--- src/rtl/clock_set_ctrl.sv ---
// -----------------------------------------------------------------------------
// clock_set_ctrl
//   Mode/increment button controller for setting an hh:mm:ss clock.
//   A mode press in RUN copies the live time into edit registers. Further mode
//   presses step through hours, minutes and seconds. A mode press on seconds
//   issues a one-cycle load strobe to the datapath. Inc presses bump the
//   selected field. An edit with no accepted press for TIMEOUT ticks is
//   abandoned without a load.
//
// Ports
//   clk        in   system clock, rising edge
//   reset      in   asynchronous, active-low reset
//   tick       in   1 Hz one-cycle enable pulse
//   btn_mode   in   debounced mode button level
//   btn_inc    in   debounced increment button level
//   hh_in      in   [5:0] live hours from the datapath
//   mm_in      in   [5:0] live minutes from the datapath
//   ss_in      in   [5:0] live seconds from the datapath
//   run_en     out  datapath count enable (high only in RUN)
//   load       out  one-cycle strobe: datapath takes hh_set/mm_set/ss_set
//   hh_set     out  [5:0] hours edit register
//   mm_set     out  [5:0] minutes edit register
//   ss_set     out  [5:0] seconds edit register
//   sel        out  [1:0] field being edited: 0 none, 1 hh, 2 mm, 3 ss
//   blink      out  blink phase for the selected field
//   state_dbg  out  [2:0] current FSM state encoding
//
// Handshake: there is no valid/ready pairing here. A press is accepted in the
// cycle where the button level is 1 and its registered previous level is 0.
// load is a single-cycle strobe with no backpressure.
// -----------------------------------------------------------------------------
module clock_set_ctrl #(
  parameter int TIMEOUT = 30
) (
  input  logic       clk,
  input  logic       reset,
  input  logic       tick,
  input  logic       btn_mode,
  input  logic       btn_inc,
  input  logic [5:0] hh_in,
  input  logic [5:0] mm_in,
  input  logic [5:0] ss_in,
  output logic       run_en,
  output logic       load,
  output logic [5:0] hh_set,
  output logic [5:0] mm_set,
  output logic [5:0] ss_set,
  output logic [1:0] sel,
  output logic       blink,
  output logic [2:0] state_dbg
);

  localparam int TW = (TIMEOUT > 1) ? $clog2(TIMEOUT) : 1;
  localparam logic [TW-1:0] TO_LAST = TW'(TIMEOUT - 1);

  typedef enum logic [2:0] {
    RUN    = 3'd0,
    SET_HH = 3'd1,
    SET_MM = 3'd2,
    SET_SS = 3'd3,
    LOAD   = 3'd4
  } state_t;

  state_t        r_state;
  state_t        w_state_next;
  logic          r_mode_prev;
  logic          r_inc_prev;
  logic [TW-1:0] r_to_cnt;
  logic          r_blink;
  logic [5:0]    r_hh;
  logic [5:0]    r_mm;
  logic [5:0]    r_ss;

  logic w_mode_press;
  logic w_inc_press;
  logic w_in_set;
  logic w_timeout;

  assign w_mode_press = btn_mode & ~r_mode_prev;
  assign w_inc_press  = btn_inc  & ~r_inc_prev;
  assign w_in_set     = (r_state == SET_HH) || (r_state == SET_MM) ||
                        (r_state == SET_SS);
  assign w_timeout    = tick && (r_to_cnt == TO_LAST);

  // Next-state logic. Any accepted press cancels a coinciding timeout.
  always_comb begin
    w_state_next = r_state;
    case (r_state)
      RUN: begin
        if (w_mode_press) w_state_next = SET_HH;
      end
      SET_HH: begin
        if (w_mode_press)                    w_state_next = SET_MM;
        else if (w_timeout && !w_inc_press)  w_state_next = RUN;
      end
      SET_MM: begin
        if (w_mode_press)                    w_state_next = SET_SS;
        else if (w_timeout && !w_inc_press)  w_state_next = RUN;
      end
      SET_SS: begin
        if (w_mode_press)                    w_state_next = LOAD;
        else if (w_timeout && !w_inc_press)  w_state_next = RUN;
      end
      LOAD:    w_state_next = RUN;
      default: w_state_next = RUN;
    endcase
  end

  // Moore outputs, decoded from the state register.
  always_comb begin
    run_en = 1'b0;
    load   = 1'b0;
    sel    = 2'd0;
    case (r_state)
      RUN:     run_en = 1'b1;
      SET_HH:  sel    = 2'd1;
      SET_MM:  sel    = 2'd2;
      SET_SS:  sel    = 2'd3;
      LOAD:    load   = 1'b1;
      default: run_en = 1'b1;
    endcase
  end

  always_ff @(posedge clk or negedge reset) begin
    if (!reset) begin
      r_state     <= RUN;
      r_mode_prev <= 1'b0;
      r_inc_prev  <= 1'b0;
    end else begin
      r_state     <= w_state_next;
      r_mode_prev <= btn_mode;
      r_inc_prev  <= btn_inc;
    end
  end

  // Inactivity counter. Only meaningful in set states; cleared everywhere
  // else so entry to SET_HH always starts from zero.
  always_ff @(posedge clk or negedge reset) begin
    if (!reset) begin
      r_to_cnt <= '0;
    end else if (!w_in_set || w_mode_press || w_inc_press || w_timeout) begin
      r_to_cnt <= '0;
    end else if (tick) begin
      r_to_cnt <= r_to_cnt + TW'(1);
    end
  end

  // Blink phase: zero outside the set states and when leaving them.
  always_ff @(posedge clk or negedge reset) begin
    if (!reset) begin
      r_blink <= 1'b0;
    end else if (!w_in_set || (w_state_next == RUN) || (w_state_next == LOAD)) begin
      r_blink <= 1'b0;
    end else if (tick) begin
      r_blink <= ~r_blink;
    end
  end

  // Edit registers: capture on edit entry, increment on inc in a set state.
  // A simultaneous mode press takes priority and drops the inc.
  always_ff @(posedge clk or negedge reset) begin
    if (!reset) begin
      r_hh <= '0;
      r_mm <= '0;
      r_ss <= '0;
    end else if ((r_state == RUN) && w_mode_press) begin
      r_hh <= hh_in;
      r_mm <= mm_in;
      r_ss <= ss_in;
    end else if (w_in_set && w_inc_press && !w_mode_press) begin
      case (r_state)
        SET_HH:  r_hh <= (r_hh >= 6'd23) ? 6'd0 : r_hh + 6'd1;
        SET_MM:  r_mm <= (r_mm >= 6'd59) ? 6'd0 : r_mm + 6'd1;
        SET_SS:  r_ss <= (r_ss >= 6'd59) ? 6'd0 : r_ss + 6'd1;
        default: ;
      endcase
    end
  end

  assign hh_set    = r_hh;
  assign mm_set    = r_mm;
  assign ss_set    = r_ss;
  assign blink     = r_blink;
  assign state_dbg = r_state;

endmodule
--- config.mk ---
export PLATFORM = sky130hd
export DESIGN_NAME = clock_set_ctrl
export DESIGN_NICKNAME = d
export VERILOG_FILES = /design/src/rtl/clock_set_ctrl.sv
export SDC_FILE = /design/constraint.sdc
export NUM_CORES = 1
export LEC_CHECK = 0
export CORE_ASPECT_RATIO = 0.7
export CORE_MARGIN = 3
export CORE_UTILIZATION = 40
export DETAILED_ROUTE_END_ITERATION = 7
export PLACE_DENSITY = 0.74
export SLEW_MARGIN = 10
export SYNTH_ARGS = -nofsm -noshare
export SYNTH_HDL_FRONTEND = slang
export SYNTH_SLANG_ARGS = --single-unit
--- constraint.sdc ---
create_clock -name clk -period 2.57 [get_ports clk]
set_clock_uncertainty 0.05 [all_clocks]
set_input_delay 0.257 -clock clk [delete_from_list [all_inputs] [get_ports clk]]
set_output_delay 0.257 -clock clk [all_outputs]
set_load 0.02 [all_outputs]
==> metrics.md, run 1 <==
| Metric | Value |
|---|---|
| Outcome | `complete, no violations` |
| Routed len/inst | `14.21 um` |
| Number of failing hold endpoints at the final stage | `0` |
| Slowest cell delay on critical path | `slightly above 600 ps` |
| Global-route wire length before repair | `7017 um` |
| Ratio of total power to cell area | `1033 mW/mm2` |
| Final hold slack | `321.0 ps` |
| Number of antenna diodes | `0` |
| Flip-flop and latch count after synthesis | `29` |
| Source-to-sink clock delay at the later pin of the worst-skew pair | `approximately 270 ps` |
| Fraction of final layout cells with drive strength greater than 1 | `7.983%` |
| Pin count of the biggest net entering global routing | `30` |
| Detailed-router iteration count before antenna repair | `4` |
| Worst vdd ir | `around 0.00048 V` |
| Chip width | `around 84 um` |
| Violation count after the first detailed-route iteration | `98` |
| Library cell with the largest summed area after synthesis | `sky130_fd_sc_hd__dfrtp_1` |
| Ordered list of cells on the worst path | `nor2_1 > xor2_1 > clkdlybuf4s50_1` |
| Number of nets produced by synthesis | `between 200 and 250` |
| Leakage power of the design | `0.0009463 uW` |
| Final count of negative-setup-slack endpoints | `0` |
| Ranking of synthesized cells by area | `sky130_fd_sc_hd__dfrtp_1 (43%), sky130_fd_sc_hd__nor2_1 (4.9%), sky130_fd_sc_hd__nand3_1 (4.7%)` |
| Vias after detailed routing | `1,585` |
| Total Neg Setup Slack | `0 ps` |
| Port-buffer cells | `48` |
| Drt drc | `0` |
| Count of hold buffers inserted by post-cts repair | `0` |
| Post-synth EDFFs | `0` |
| Area of the mapped netlist | `0.001699 mm2` |
| Arrival @ worst endpoint | `approximately 1900 ps` |
| Top flip-flop cell by instance count after synthesis | `sky130_fd_sc_hd__dfrtp_1` |
| Aggregate routed wire length | `approximately 4000 um` |
| Vias per cell | `5.466` |
| Category of the worst setup path launch point | `flip-flop` |
| Most used cells in the layout excluding fill and tap cells | `sky130_fd_sc_hd__clkdlybuf4s50_1 (48), sky130_fd_sc_hd__dfrtp_1 (29), sky130_fd_sc_hd__nor2_1 (22)` |
| Area of the core | `0.003994 mm2` |
| Asr flop ratio synth | `100.0%` |
| Die Span Y | `60.53 um` |
| Vias in the first global route | `1,476` |
| Fin crit share | `86.52%` |
| Net count reported at finish | `approximately 270` |
| Unrepaired setup endpoints after global routing | `no` |
| Clock edge transition at the registers on the reported setup and hold paths | `~60 ps` |
| Path class of the lowest-slack min-delay path | `in2async` |
| Num ports | `49` |
| FF-to-FF path depth | `4` |
| Number of maximum-capacitance constraint violations | `0` |
| Max stage delay cell, worst path | `sky130_fd_sc_hd__clkdlybuf4s50_1` |
| Clock Sinks | `29` |
| Number of buffers inserted to repair setup after CTS | `0` |
| CTS Buffer Depth | `2` |
| Slew @ Worst Pin | `around 640 ps` |
| Initial core utilization | `42.54%` |
| Final Total Pwr | `approximately 2400 uW` |
| Gates resized, CTS repair | `0` |
| Die area | `just over 0.005 mm2` |
| Final global-route overflow total | `0` |
| Most common cell after layout, fill and taps aside | `sky130_fd_sc_hd__clkdlybuf4s50_1` |
| Number of antenna violations at the first check in global routing | `0` |
| Global routing usage summed across all routing layers | `17.36%` |
| Count of different cell masters after synthesis | `50` |
| # H-tree levels | `2` |
| Post-layout min period | `2224 ps` |
| Sequential fraction of the synthesis area | `42.71%` |
| CTS buffer count | `5` |
| Placer Congestion | `around 0.83` |
| Setup crit end kind | `output pin` |
| Data required time at the worst endpoint | `2260 ps` |
| Number of cell rows | `19` |
| Number of routed nets with antenna violations | `0` |
| FILL cells | `around 370` |
| Kind of critical path | `reg2out` |
| TritonCTS clock tree | `built` |
| Max Slew Vio Count | `0` |
| Yosys synthesis warning count | `0` |
| Half-perimeter wire length of the detailed placement result | `2986 um` |
| Synth Instances | `about 190` |
| Maximum net fanout on the critical path | `12` |
| Timing-limited maximum frequency | `449.7 MHz` |
| Max_slew headroom | `56.86%` |
| Clock root buffer master | `sky130_fd_sc_hd__clkbuf_8` |
| Avg Inst Size Synth | `roughly 9 um2` |
| Fraction of synthesized cell area taken by the top area cell type | `42.71%` |
| Layout area overhead | `36.52%` |
[flip-flops by register name, indices dropped and copies added, names as in the netlist]
register     cells
hh_set           6
mm_set           6
ss_set           6
r_to_cnt         5
state_dbg        3
blink            1
r_inc_prev       1
r_mode_prev      1
[cell families after synthesis]
logic type / after synthesis / synth area share (%)
xor gates and xnor gates: 7 / 3.608
muxes: 1 / 0.5891
buffers and inverters: 13 / 3.534
DFF: 29 / 42.71
adders and majority gates: 5 / 3.682
AOI/OAI and AO/OA: 45 / 18.93
and+or+nand+nor: 88 / 26.95
[cells in the mapped netlist, types with 2 or more instances]
library cell,n
sky130_fd_sc_hd__dfrtp_1,29
sky130_fd_sc_hd__nor2_1,22
sky130_fd_sc_hd__nand2_1,20
sky130_fd_sc_hd__nand3_1,16
sky130_fd_sc_hd__a21oi_1,7
sky130_fd_sc_hd__o21ai_0,7
sky130_fd_sc_hd__a31oi_1,6
sky130_fd_sc_hd__clkbuf_1,6
sky130_fd_sc_hd__a32oi_1,5
sky130_fd_sc_hd__ha_1,5
sky130_fd_sc_hd__xor2_1,4
sky130_fd_sc_hd__a211oi_1,3
sky130_fd_sc_hd__buf_2,3
sky130_fd_sc_hd__inv_1,3
sky130_fd_sc_hd__nand2b_1,3
sky130_fd_sc_hd__nand4_1,3
sky130_fd_sc_hd__nor2b_1,3
sky130_fd_sc_hd__nor3_1,3
sky130_fd_sc_hd__xnor2_1,3
sky130_fd_sc_hd__a221o_1,2
sky130_fd_sc_hd__and3_1,2
sky130_fd_sc_hd__nand3b_1,2
sky130_fd_sc_hd__o211ai_1,2
sky130_fd_sc_hd__or3_1,2
sky130_fd_sc_hd__or4_1,2
[final cells by class]
type	count	area, um2	area share [%]
repair buffers	53	518.0	22.33
inverters	3	11.26	0.4854
flip-flops and latches	29	725.7	31.28
well taps	52	65.06	2.805
clock buffers	7	86.33	3.722
multi-input cells	146	913.4	39.37
[through the flow]
stage,setup slack [ps],util [%],instances,area [um2]
global route,200.3,58.08,290,2320
CTS,329.1,58.08,290,2320
detailed placement,372.5,55.92,283,2233
finish,346.4,58.08,290,2320
global placement,460.8,55.92,283,2233
floorplan,622.0,-,188,1699
[layer usage]
metal  vias to the layer above  wire (um)  global-route usage, %
met1                       738       2130                  25.42
met2                        46       1704                  25.48
met4                         0         42                  4.128
met5                         -          0                      0
li1                        796          -                      -
met3                         5        246                  5.156
[where the power goes]
part / internal (uW) / switching, uW / total (uW)
logic: 592 / 570 / 1160
clock network: 212 / 161 / 373
registers: 611 / 251 / 861
total: 1410 / 981 / 2400
[worst max-delay path, delay by kind of cell (launching register included)]
family / cells / cell delay, ps
buf+inv: 1 / 620
simple gates: 1 / 330
flops: 1 / 510
xor+xnor: 1 / 170
[path summary, 6_finish.rpt]
path | endpoint | from | slack (ps)
worst min register to register | r_to_cnt[3] | r_to_cnt[3] | 510
worst max register to register | mm_set[4] | state_dbg[1] | 590
min in group clk | r_mode_prev | btn_mode | 440
worst min-delay path | mm_set[4] | reset | 320
worst max-delay path | run_en | state_dbg[1] | 350
max in group asynchronous | hh_set[1] | reset | 1860
Note: power is estimated with default switching activity, not from simulation.
==> inputs of run 2 (changes only) <==
Settings changed: PLACE_DENSITY 0.74 to 0.69.
Clock period 2.57 ns to 2.6 ns, I/O delays scaled along.
==> metrics.md, run 2 (synthesis gave the netlist of run 1 again) <==
| Metric | Value |
|---|---|
| Num ports | `49 (unchanged)` |
| Vias in the first global route | `1,422 (-3.7%)` |
| Initial core utilization | `42.54% (unchanged)` |
| Most used cells in the layout excluding fill and tap cells | `sky130_fd_sc_hd__clkdlybuf4s50_1 (48), sky130_fd_sc_hd__dfrtp_1 (29), sky130_fd_sc_hd__nor2_1 (22)` |
| Number of antenna violations at the first check in global routing | `0 (unchanged)` |
| Critical Path Stages | `3 (unchanged)` |
| Arrival @ worst endpoint | `1910 ps (about the same)` |
| Die Span Y | `60.53 um (unchanged)` |
| Number of cell rows | `19 (unchanged)` |
| Post-detailed-placement cell area | `0.002241 mm2 (+0.34%)` |
| Launching instance or port of the critical path | `state_dbg[1]` |
| Max Slew Vio Count | `0 (unchanged)` |
| Clock root buffer master | `sky130_fd_sc_hd__clkbuf_8` |
| Number of failing hold endpoints at the final stage | `0 (unchanged)` |
| Number of buffer and inverter stages on the critical path | `1 (unchanged)` |
| Max_slew headroom | `51.14% (-5.7 points)` |
| Data required time at the worst endpoint | `2290 ps (+30 ps)` |
| Port-buffer cells | `48 (unchanged)` |
| Number of buffers inserted to repair setup after CTS | `0 (unchanged)` |
| Ordered list of cells on the worst path | `nor2_1 > xor2_1 > clkdlybuf4s50_1` |
| Clock Sinks | `29 (unchanged)` |
| Area of the core | `0.003994 mm2 (unchanged)` |
| Final Worst Setup Slack | `375.1 ps (+28.75 ps)` |
| Detailed-router iteration count before antenna repair | `4 (unchanged)` |
| # H-tree levels | `2 (unchanged)` |
| Violation count after the first detailed-route iteration | `104 (+6.1%)` |
| Fin crit share | `85.57%` |
| Worst reg2reg path endpoint | `mm_set[4]` |
| Unrepaired setup endpoints after global routing | `no` |
| Category of the worst setup path launch point | `flip-flop` |
| Half-perimeter wire length of the detailed placement result | `2993 um (+0.23%)` |
| Slowest cell delay on critical path | `620 ps (about the same)` |
| Number of antenna diodes | `0 (unchanged)` |
| CTS buffer count | `5 (unchanged)` |
| Ratio of total power to cell area | `1023 mW/mm2 (-0.95%)` |
| Aggregate routed wire length | `4231 um (+2.6%)` |
| Pin count of the biggest net entering global routing | `30 (unchanged)` |
| Net count reported at finish | `267 (+0.38%)` |
| Path class of the lowest-slack min-delay path | `in2async` |
| Final hold slack | `320.7 ps (-0.3190 ps)` |
| Placer Congestion | `0.8532 (+2.3%)` |
| Worst setup slack before clock tree synthesis | `395.4 ps (+22.91 ps)` |
| Final count of negative-setup-slack endpoints | `0 (unchanged)` |
| Gates resized, CTS repair | `0 (unchanged)` |
| Slack of the worst reg-to-reg path | `600 ps (about the same)` |
| Global-route wire length before repair | `6817 um (-2.9%)` |
| Capture point of the worst path | `run_en` |
| Kind of critical path | `reg2out` |
| Count of hold buffers inserted by post-cts repair | `0 (unchanged)` |
| Largest delay contributor family on the critical path | `buffers and inverters` |
| Setup crit end kind | `output pin` |
| Chip width | `83.90 um (unchanged)` |
| Outcome | `complete, no violations` |
| Most common cell after layout, fill and taps aside | `sky130_fd_sc_hd__clkdlybuf4s50_1` |
| Worst vdd ir | `0.0005925 V (+24%)` |
| FF-to-FF path depth | `4 (unchanged)` |
| Final Instance Area | `0.002321 mm2 (about the same)` |
| Maximum net fanout on the critical path | `12 (unchanged)` |
| TritonCTS clock tree | `built` |
| Vias after detailed routing | `1,610 (+1.6%)` |
| Leakage power of the design | `0.0009466 uW (about the same)` |
| Final global-route overflow total | `0 (unchanged)` |
| CTS Buffer Depth | `2 (unchanged)` |
| Source-to-sink clock delay at the later pin of the worst-skew pair | `280 ps (about the same)` |
| Max stage delay cell, worst path | `sky130_fd_sc_hd__clkdlybuf4s50_1` |
| Layout area overhead | `36.60% (about the same)` |
| Worst r2r src | `state_dbg[1]` |
| Clock edge transition at the registers on the reported setup and hold paths | `60 ps (about the same)` |
| Die area | `0.005078 mm2 (unchanged)` |
| Post-layout min period | `2225 ps` |
| Fraction of final layout cells with drive strength greater than 1 | `7.917% (-0.067 points)` |
| Slew @ Worst Pin | `727.3 ps (+85.25 ps)` |
| Global routing usage summed across all routing layers | `16.80% (-0.56 points)` |
| Routed len/inst | `14.49 um (+1.9%)` |
| Number of routed nets with antenna violations | `0 (unchanged)` |
| Vias per cell | `5.514 (+0.88%)` |
| Drt drc | `0 (unchanged)` |
| Number of maximum-capacitance constraint violations | `0 (unchanged)` |
| Timing-limited maximum frequency | `449.5 MHz` |
| Total Neg Setup Slack | `0 ps (unchanged)` |
-- run 2: layer usage --
layer	wire (um)	GRT usage, %	vias up
met3	259	4.885	5
met5	0	0	-
met4	40	5.505	0
met2	1727	24.46	52
met1	2203	24.18	752
li1	-	-	801
-- run 2: cell type report --
cell class | instances | area, um2
multi-input combinational | 146 | 913.4
inverter | 3 | 11.26
sequential | 29 | 725.7
tap | 52 | 65.06
fill | 350 | 1673
timing repair buffer | 54 | 525.5
clock buffer | 8 | 80.08
-- run 2: stage by stage --
step           utilization [%]  power, uW  instances
6_report                 58.11       2375        292
5_1_grt                  58.11       2528        292
4_1_cts                  58.11       2381        292
3_5_place_dp             56.11       2011        284
3_3_place_gp             56.11       1996        284
2_1_floorplan                -       1510        188
-- run 2: where the power goes --
part | internal [uW] | leakage [uW] | switching, uW
clock | 190 | 0.0000395 | 169
sequential | 603 | 0.000354 | 255
combinational | 588 | 0.000553 | 570
total | 1380 | 0.000947 | 993
-- run 2: worst min path at each step --
stage | depth (start not counted) | endpoint | slack [ps]
detailed placement | 2 | r_to_cnt[4] | 480
global route | 2 | state_dbg[2] | 360
global placement | 2 | r_to_cnt[3] | 470
finish | 2 | mm_set[4] | 320
CTS | 2 | mm_set[0] | 340
floorplan | 0 | blink | -90
==> inputs of run 3 (changes only) <==
Settings changed: ABC_AREA from default to 1, MAX_ROUTING_LAYER from default to met4, PLACE_DENSITY 0.69 to 0.68.
==> metrics.md, run 3 <==
| Metric | Value |
|---|---|
| Max stage delay cell, worst path | `sky130_fd_sc_hd__clkdlybuf4s50_1` |
| Unrepaired setup endpoints after global routing | `no` |
| Drt drc | `0 (unchanged)` |
| Slack of the worst reg-to-reg path | `1060 ps (+460 ps)` |
| Top cells by instance count after synthesis | `sky130_fd_sc_hd__nand2_1 (81), sky130_fd_sc_hd__nand3_1 (35), sky130_fd_sc_hd__dfrtp_1 (29)` |
| Max Slew Vio Count | `0 (unchanged)` |
| Slowest cell delay on critical path | `610 ps (about the same)` |
| Fraction of final layout cells with drive strength greater than 1 | `8.163% (+0.25 points)` |
| Post-synth EDFFs | `0 (unchanged)` |
| Final count of negative-setup-slack endpoints | `0 (unchanged)` |
| Num ports | `49 (unchanged)` |
| Most instantiated library cell after synthesis | `sky130_fd_sc_hd__nand2_1` |
| Area of the core | `0.004113 mm2 (+3.0%)` |
| Aggregate routed wire length | `4218 um (-0.31%)` |
| Ranking of synthesized cells by area | `sky130_fd_sc_hd__dfrtp_1 (41%), sky130_fd_sc_hd__nand2_1 (17%), sky130_fd_sc_hd__nand3_1 (9.8%)` |
| Clock root buffer master | `sky130_fd_sc_hd__clkbuf_8` |
| Post-layout min period | `2126 ps (-98.64 ps)` |
| Max_slew headroom | `74.44% (+23 points)` |
| CTS Buffer Depth | `2 (unchanged)` |
| Area of the mapped netlist | `0.001784 mm2 (+5.0%)` |
| Vias per cell | `4.798 (-13%)` |
| Layout area overhead | `34.15%` |
| Final global-route overflow total | `0 (unchanged)` |
| Asr flop ratio synth | `100.0% (unchanged)` |
| Global routing usage summed across all routing layers | `18.14% (+1.3 points)` |
| Fin crit share | `81.78% (-3.8 points)` |
| Arrival @ worst endpoint | `1820 ps (-90 ps)` |
| Maximum net fanout on the critical path | `6 (-6)` |
| Cell Count Post-Placement | `339 (+19%)` |
| Placer Congestion | `0.8449 (-0.97%)` |
| CTS buffer count | `5 (unchanged)` |
| Port-buffer cells | `48 (unchanged)` |
| Avg Inst Size Synth | `7.403 um2 (-18%)` |
| # H-tree levels | `2 (unchanged)` |
| Die area | `0.005311 mm2 (+4.6%)` |
| Path class of the lowest-slack min-delay path | `in2async` |
| Number of antenna diodes | `0 (unchanged)` |
| Total Neg Setup Slack | `0 ps (unchanged)` |
| Worst vdd ir | `0.0006231 V (+5.2%)` |
| Number of buffers inserted to repair setup after CTS | `0 (unchanged)` |
| Final std cells w/o fill | `346 (+18%)` |
| Number of routed nets with antenna violations | `0 (unchanged)` |
| Net count reported at finish | `322 (+21%)` |
| Main combinational cell family by area after synthesis | `simple AND/OR/NAND/NOR gates` |
| Leakage power of the design | `0.001181 uW (+25%)` |
| Final core area utilization | `58.20% (+0.085 points)` |
| Count of different cell masters after synthesis | `29 (-42%)` |
| Initial core utilization | `43.38% (+0.84 points)` |
| Source-to-sink clock delay at the later pin of the worst-skew pair | `290 ps (about the same)` |
| Synth Instances | `241 (+28%)` |
| Setup crit end kind | `output pin` |
| Number of maximum-capacitance constraint violations | `0 (unchanged)` |
| Slew @ Worst Pin | `383.5 ps (-343.9 ps)` |
| Die Span Y | `61.88 um (+2.2%)` |
| Detailed-router iteration count before antenna repair | `4 (unchanged)` |
| Number of failing hold endpoints at the final stage | `0 (unchanged)` |
| Share of the synthesized area in compound gates (AO/OA/AOI/OAI) | `2.525% (-16 points)` |
| Fraction of synthesized cell area taken by the top area cell type | `40.67% (-2.0 points)` |
| Multiplexer share of the synthesized area | `0% (-0.59 points)` |
| Pin count of the biggest net entering global routing | `30 (unchanged)` |
| Gates resized, CTS repair | `0 (unchanged)` |
| Flip-flop and latch count after synthesis | `29 (unchanged)` |
| Most common cell after layout, fill and taps aside | `sky130_fd_sc_hd__nand2_1` |
| Top flip-flop cell by instance count after synthesis | `sky130_fd_sc_hd__dfrtp_1` |
| Ratio of total power to cell area | `989.2 mW/mm2 (-3.3%)` |
| Clock Sinks | `29 (unchanged)` |
| TritonCTS clock tree | `built` |
| Count of hold buffers inserted by post-cts repair | `0 (unchanged)` |
| Vias in the first global route | `1,526 (+7.3%)` |
| Yosys synthesis warning count | `0 (unchanged)` |
| Xor/xnor share of the synthesized area | `5.400% (+1.8 points)` |
| Ordered list of cells on the worst path | `inv_2 > o21ai_2 > inv_1 > nor2_1 > clkdlybuf4s50_1` |
| Chip width | `85.83 um (+2.3%)` |
| Basic-gate share of the synthesized area counting and, or, nand and nor cells | `39.97% (+13 points)` |
| Vias after detailed routing | `1,660 (+3.1%)` |
| Number of cell rows | `19 (unchanged)` |
| Adder-Cell Fraction of Synth Area | `3.506% (-0.18 points)` |
| Data required time at the worst endpoint | `2290 ps (about the same)` |
| Number of antenna violations at the first check in global routing | `0 (unchanged)` |
| Half-perimeter wire length of the detailed placement result | `3083 um (+3.0%)` |
| Kind of critical path | `reg2out` |
| Clock edge transition at the registers on the reported setup and hold paths | `60 ps (about the same)` |
| Library cell with the largest summed area after synthesis | `sky130_fd_sc_hd__dfrtp_1` |
| Sequential fraction of the synthesis area | `40.67% (-2.0 points)` |
| Number of nets produced by synthesis | `269 (+25%)` |
| Global-route wire length before repair | `7100 um (+4.2%)` |
| Outcome | `complete, no violations` |
| Violation count after the first detailed-route iteration | `45 (-57%)` |
| Timing-limited maximum frequency | `470.3 MHz (+4.6%)` |
| Final hold slack | `310.8 ps (-9.889 ps)` |
| Category of the worst setup path launch point | `flip-flop` |
| Routed len/inst | `12.19 um (-16%)` |
| Most used cells in the layout excluding fill and tap cells | `sky130_fd_sc_hd__nand2_1 (81), sky130_fd_sc_hd__clkdlybuf4s50_1 (48), sky130_fd_sc_hd__nand3_1 (35)` |
run 3: changes by cell type in the layout (fill, tap and decap cells not counted), sizes merged, moves of 4 or more:
cell / change
a31oi: -5
a32oi: -5
buf: -5
inv: +26
nand2: +64
nand3: +20
o21ai: -4
xor2: +4
run 3: routing by layer:
layer,global-route usage (%),vias up,part of all wire (%),wire length [um]
met1,24.67,738,52,2207
met4,6.998,0,1.5,63
met3,5.534,5,5.6,235
met2,25.33,48,41,1711
met5,-,-,0,0
li1,-,869,-,-
run 3: where the power goes:
group          switching [uW]  leakage [uW]  internal (uW)
Clock                     171     0.0000443            209
Combinational             625      0.000769            539
Sequential                220      0.000368            602
run 3: logic make-up (layout without fill, tap and decap cells):
| kind of cell | count (synthesis) | count (layout) |
|---|---|---|
| fa+ha+maj | 5 | 5 |
| compound gates | 8 | 8 |
| xor+xnor | 11 | 11 |
| simple gates | 156 | 156 |
| flops | 29 | 29 |
| buf+inv | 32 | 85 |
run 3: critical path, delay by kind of cell (launching register included):
family | cells | cell delay [ps]
and+or+nand+nor | 1 | 90
DFF | 1 | 510
AOI/OAI and AO/OA | 1 | 100
buffers and inverters | 3 | 820
run 3: worst paths after layout:
check	cells after the start	to	start
max	5	run_en	state_dbg[2]
min	2	mm_set[5]	reset
max reg2reg	6	ss_set[4]	state_dbg[1]
min reg2reg	2	r_to_cnt[3]	r_to_cnt[3]
max in group asynchronous	2	hh_set[4]	reset
min in group clk	1	r_inc_prev	btn_inc
run 3: layout make-up:
cell class | count | area, um2
Inverter | 29 | 111.4
Tap cell | 52 | 65.06
Fill cell | 382 | 1719
Sequential cell | 29 | 725.7
Multi-Input combinational cell | 180 | 917.1
Clock buffer | 7 | 86.33
Timing Repair Buffer | 49 | 488.0
run 3: per-stage QoR:
step,area (um2),power [uW],setup WS (ps)
after floorplan,1784,1506,848.2
after global placement,2307,1981,780.4
after detailed placement,2307,1997,750.3
after CTS,2394,2387,463.7
after global routing,2394,2553,364.3
final,2394,2368,473.8
